File: config.mk
export PLATFORM = sky130hd
export DESIGN_NAME = serial_add3
export DESIGN_NICKNAME = d
export VERILOG_FILES = /design/src/rtl/serial_add3.sv
export SDC_FILE = /design/constraint.sdc
export NUM_CORES = 1
export LEC_CHECK = 0
export BUFFER_PORTS_ARGS = -buffer_cell sky130_fd_sc_hd__buf_4
export CORE_ASPECT_RATIO = 1.75
export CORE_MARGIN = 1.5
export CORE_UTILIZATION = 25
export DETAILED_ROUTE_END_ITERATION = 10
export GPL_TIMING_DRIVEN = 0
export SLEW_MARGIN = 20
export SYNTH_ARGS = -nofsm -noshare
export SYNTH_HDL_FRONTEND = slang
export SYNTH_SLANG_ARGS = --single-unit
File: constraint.sdc
create_clock -name clk -period 1.6 [get_ports clk]
set_input_delay 0.08 -clock clk [delete_from_list [all_inputs] [get_ports clk]]
set_output_delay 0.08 -clock clk [all_outputs]
set_load 0.05 [all_outputs]
File: src/rtl/serial_add3.sv
// Bit-serial adder that adds one 3-bit slice per cycle, least significant slice first.
// Defining SERIAL_ADD3_CIN_EN adds the ci port; otherwise the initial carry is 0.
module serial_add3 #(
  parameter int NCHUNK = 4
) (
  input  logic                clk,
  input  logic                rst_n,
  input  logic                start,
  input  logic [3*NCHUNK-1:0] a,
  input  logic [3*NCHUNK-1:0] b,
`ifdef SERIAL_ADD3_CIN_EN
  input  logic                ci,
`endif
  output logic                busy,
  output logic                done,
  output logic [3*NCHUNK-1:0] s,
  output logic                c
);

  localparam int W  = 3 * NCHUNK;
  localparam int CW = (NCHUNK > 1) ? $clog2(NCHUNK) : 1;

  typedef enum logic [1:0] {IDLE, RUN, DONE} state_t;

  state_t          state_q, state_d;
  logic [W-1:0]    opA_q, opA_d;
  logic [W-1:0]    opB_q, opB_d;
  logic [W-1:0]    sum_q, sum_d;
  logic [W-1:0]    s_q, s_d;
  logic            carry_q, carry_d;
  logic            c_q, c_d;
  logic [CW-1:0]   cnt_q, cnt_d;
  logic            cinInit;
  logic            lastSlice;
  logic [3:0]      sliceRes;
  logic [W-1:0]    sumShift;

`ifdef SERIAL_ADD3_CIN_EN
  assign cinInit = ci;
`else
  assign cinInit = 1'b0;
`endif

  assign lastSlice = (cnt_q == CW'(NCHUNK - 1));
  assign sliceRes  = {1'b0, opA_q[2:0]} + {1'b0, opB_q[2:0]} + {3'b000, carry_q};
  // New slice enters at the top so that after NCHUNK shifts the first slice lands at bit 0.
  assign sumShift  = W'({sliceRes[2:0], sum_q} >> 3);

  always_ff @(posedge clk or negedge rst_n) begin
    if (!rst_n) begin
      state_q <= IDLE;
    end else begin
      state_q <= state_d;
    end
  end

  always_comb begin
    state_d = state_q;
    case (state_q)
      IDLE:    if (start) state_d = RUN;
      RUN:     if (lastSlice) state_d = DONE;
      DONE:    state_d = IDLE;
      default: state_d = IDLE;
    endcase
  end

  always_comb begin
    busy = (state_q == RUN) || (state_q == DONE);
    done = (state_q == DONE);
  end

  always_comb begin
    opA_d   = opA_q;
    opB_d   = opB_q;
    sum_d   = sum_q;
    carry_d = carry_q;
    cnt_d   = cnt_q;
    s_d     = s_q;
    c_d     = c_q;
    if ((state_q == IDLE) && start) begin
      opA_d   = a;
      opB_d   = b;
      carry_d = cinInit;
      cnt_d   = '0;
    end else if (state_q == RUN) begin
      opA_d   = opA_q >> 3;
      opB_d   = opB_q >> 3;
      sum_d   = sumShift;
      carry_d = sliceRes[3];
      cnt_d   = cnt_q + CW'(1);
      if (lastSlice) begin
        s_d = sumShift;
        c_d = sliceRes[3];
      end
    end
  end

  always_ff @(posedge clk or negedge rst_n) begin
    if (!rst_n) begin
      opA_q   <= '0;
      opB_q   <= '0;
      sum_q   <= '0;
      carry_q <= 1'b0;
      cnt_q   <= '0;
      s_q     <= '0;
      c_q     <= 1'b0;
    end else begin
      opA_q   <= opA_d;
      opB_q   <= opB_d;
      sum_q   <= sum_d;
      carry_q <= carry_d;
      cnt_q   <= cnt_d;
      s_q     <= s_d;
      c_q     <= c_d;
    end
  end

  assign s = s_q;
  assign c = c_q;

endmodule

==> results.yml <==
setup_path:
  cp-start-kind: "flip-flop"
  critPathCaptureType: "flip-flop"
  cp.required_ns: 1.79
  cp_cell_sequence: "fa_2, inv_2, fa_2, o31ai_2"
  critPathMostFrequentCell: "fa_2"
  slowest_delay_ns: 0.45
  slowest_stage: "fa_2"
  critical_path_arrival_ns: 1.84
  path_class: "flip-flop to flip-flop"
  worstPathMaxFanout: 2
worst_hold_path:
  worstHoldPathType: "primary input to flip-flop"
global_routing:
  grt-ovfl-total: 0
  antenna_found_initial: 0
  grt_pass1_wl_mm: 8.51
  first_global_vias: 1703
  track_usage: 0.107
  grt_max_degree: 52
floorplan:
  num_rows: 46
  core-area_um2: 9150
  pin_count: 42
  die_y_um: 132
  start_util: 0.260
  fp.dieW_um: 76.7
  dieArea_um2: 10100
drt:
  drt_iter0_drc: 62
  dr.pass1.iters: 5
  vias_per_cell: 4.18
  ant_nets: 0
  drc: 0
  wire_per_inst_um: 13.5
  vias: 1549
  routed_wl_mm: 5.01
power_and_ir_drop:
  finalPower_uw: 7220
  peakVddDrop_mv: 0.728
  leakagePower_uw: 0.00147
  powerDensity_nw_per_um2: 2290
layout:
  layout_commonest_cell: "dfrtp_1"
  areaGrowthSynthToFinish_pct: 32.5
  fin_area_um2: 3150
  diodes: 0
  layout_common_cells: "dfrtp_1, buf_4, nand2_1, mux2i_1, o21ai_1"
  fin_util: 0.344
  nFillCells: 897
  drive_gt1_frac: 0.386
  layout.nets: 286
sta:
  layout_setup_ws_ns: -0.0527
  max_freq_mhz: 605
  min_period_over_period: 1.03
  setup_violations: 1
  worstMarginPinSlew_ns: 0.649
  rsz0062_at_grt: "true"
  skew_ns: 0.00817
  hold_violations: 0
  max_slew_margin: 0.567
  min_period_ns: 1.65
  slew_violations: 0
synthesis:
  yosysSeqAreaShare: 0.537
  yosys_register_bits: 51
  syn_nets: 227
  avgSynthCellArea_um2: 12.4
  async_flop_share: 1.00
  syn_area_um2: 2380
  yosys.cell_types.count: 29
  synth_enable_flop_cells: 0
  syn_inst: 191
  yosysWarnings: 0
  yosys_most_used_dff: "dfrtp_1"
clock_network:
  cts_buffers: 5
  cts.clk_slew.worst_paths_ns: 0.06
  cts_buffer_depth: 2
  cts_root_buf: "clkbuf_16"
  h-tree-depth: 2
  clock_sinks: 51
  cts_tree: "built"
  worstSkewPairLatency_ns: 0.28
run:
  cap_violations: 0
placement:
  placed_area_um2: 2830
  dpl.hpwl_mm: 3.48
  gp_congestion: 0.749
  io_buffer_count: 41
status:
  violations: "negative setup slack"
  outcome: "complete, but fails checks"
[critical path: cells and delay by family, from the launching register on]
kind | cells | cell delay [ns]
adders and majority gates | 2 | 0.86
AOI/OAI and AO/OA | 1 | 0.23
DFF | 1 | 0.41
buffers and inverters | 1 | 0.06
[synthesized netlist by cell type, types with 6 or more instances]
| master | n | area [um^2] |
|---|---|---|
| o21ai_1 | 14 | 70.1 |
| nand2_1 | 24 | 90.1 |
| ha_1 | 7 | 87.6 |
| mux2_4 | 10 | 150 |
| inv_1 | 7 | 26.3 |
| mux2i_1 | 20 | 200 |
| nand2b_1 | 6 | 37.5 |
| mux2_2 | 9 | 101 |
| dfrtp_1 | 51 | 1280 |
| o21ai_0 | 13 | 65.1 |
[sequential cells by signal, indices dropped and copies added, names as in the netlist]
| register | cells |
|---|---|
| opB_q | 12 |
| c | 1 |
| cnt_q | 2 |
| opA_q | 12 |
| carry_q | 1 |
| sum_q | 9 |
| s | 12 |
| state_q | 2 |
[layer usage]
| metal | up-vias | routed length [um] | GRT usage |
|---|---|---|---|
| li1 | 761 | - | - |
| met1 | 738 | 2150 | 0.127 |
| met2 | 44 | 2620 | 0.191 |
| met3 | 6 | 183 | 0.0173 |
| met4 | 0 | 53 | 0.0370 |
| met5 | - | 0 | 0 |
[through the flow]
stage | std cells | worst slack (ns) | setup TNS (ns) | hold slack (ns)
after floorplan | 191 | 0.00312 | 0 | -0.216
after global placement | 352 | -0.0690 | -0.201 | 0.149
after detailed placement | 352 | -0.147 | -0.575 | 0.157
after CTS | 367 | -0.0888 | -0.0963 | 0.00214
after global routing | 371 | -0.135 | -0.462 | 0.00755
final | 371 | -0.0527 | -0.0527 | 0.00177
[layout make-up]
cell class,instances,area [um^2],area share
plain buffers,10,95.1,0.0302
clock buffers,7,133,0.0421
clock inverters,1,5.00,0.00159
inverters,7,26.3,0.00834
multi-input cells,122,1030,0.329
flip-flops and latches,51,1280,0.405
well taps,120,150,0.0477
repair buffers,53,429,0.136
[final timing paths]
| path | startpoint | to | slack [ns] | depth (start not counted) |
|---|---|---|---|---|
| max in group asynchronous | rst_n | carry_q | 0.79 | 2 |
| setup reg to reg | opA_q[0] | s[10] | -0.05 | 4 |
| hold reg to reg | sum_q[3] | s[0] | 0.51 | 1 |
| setup / recovery | opA_q[0] | s[10] | -0.05 | 4 |
| hold / removal | a[7] | opA_q[7] | 0.002 | 3 |
| min in group asynchronous | rst_n | cnt_q[1] | 0.36 | 2 |
[kinds of logic after synthesis]
group	share of synthesized area
adder cells (fa/ha/maj)	0.0537
flip-flops	0.537
multiplexers	0.195
AND/OR/NAND/NOR	0.0779
AO/OA/AOI/OAI	0.0769
XOR/XNOR	0.00737
buffers and inverters	0.0521
[power by group]
part           switching, uW  internal (uW)  total, uW
clock                    433            579       1010
sequential               381           1940       2320
combinational           2080           1810       3890
total                   2890           4320       7220
[what timing repair did]
item                                   in CTS  in global routing
setup endpoints to repair                  22                 31
endpoints found under the hold margin      54                  0
pin swaps                                   5                  6
gates resized for setup                     8                 15
setup buffers                               2                  5
cloned                                      1                  0
hold buffers                                4                  0
Power figures use the tool's default switching activity.
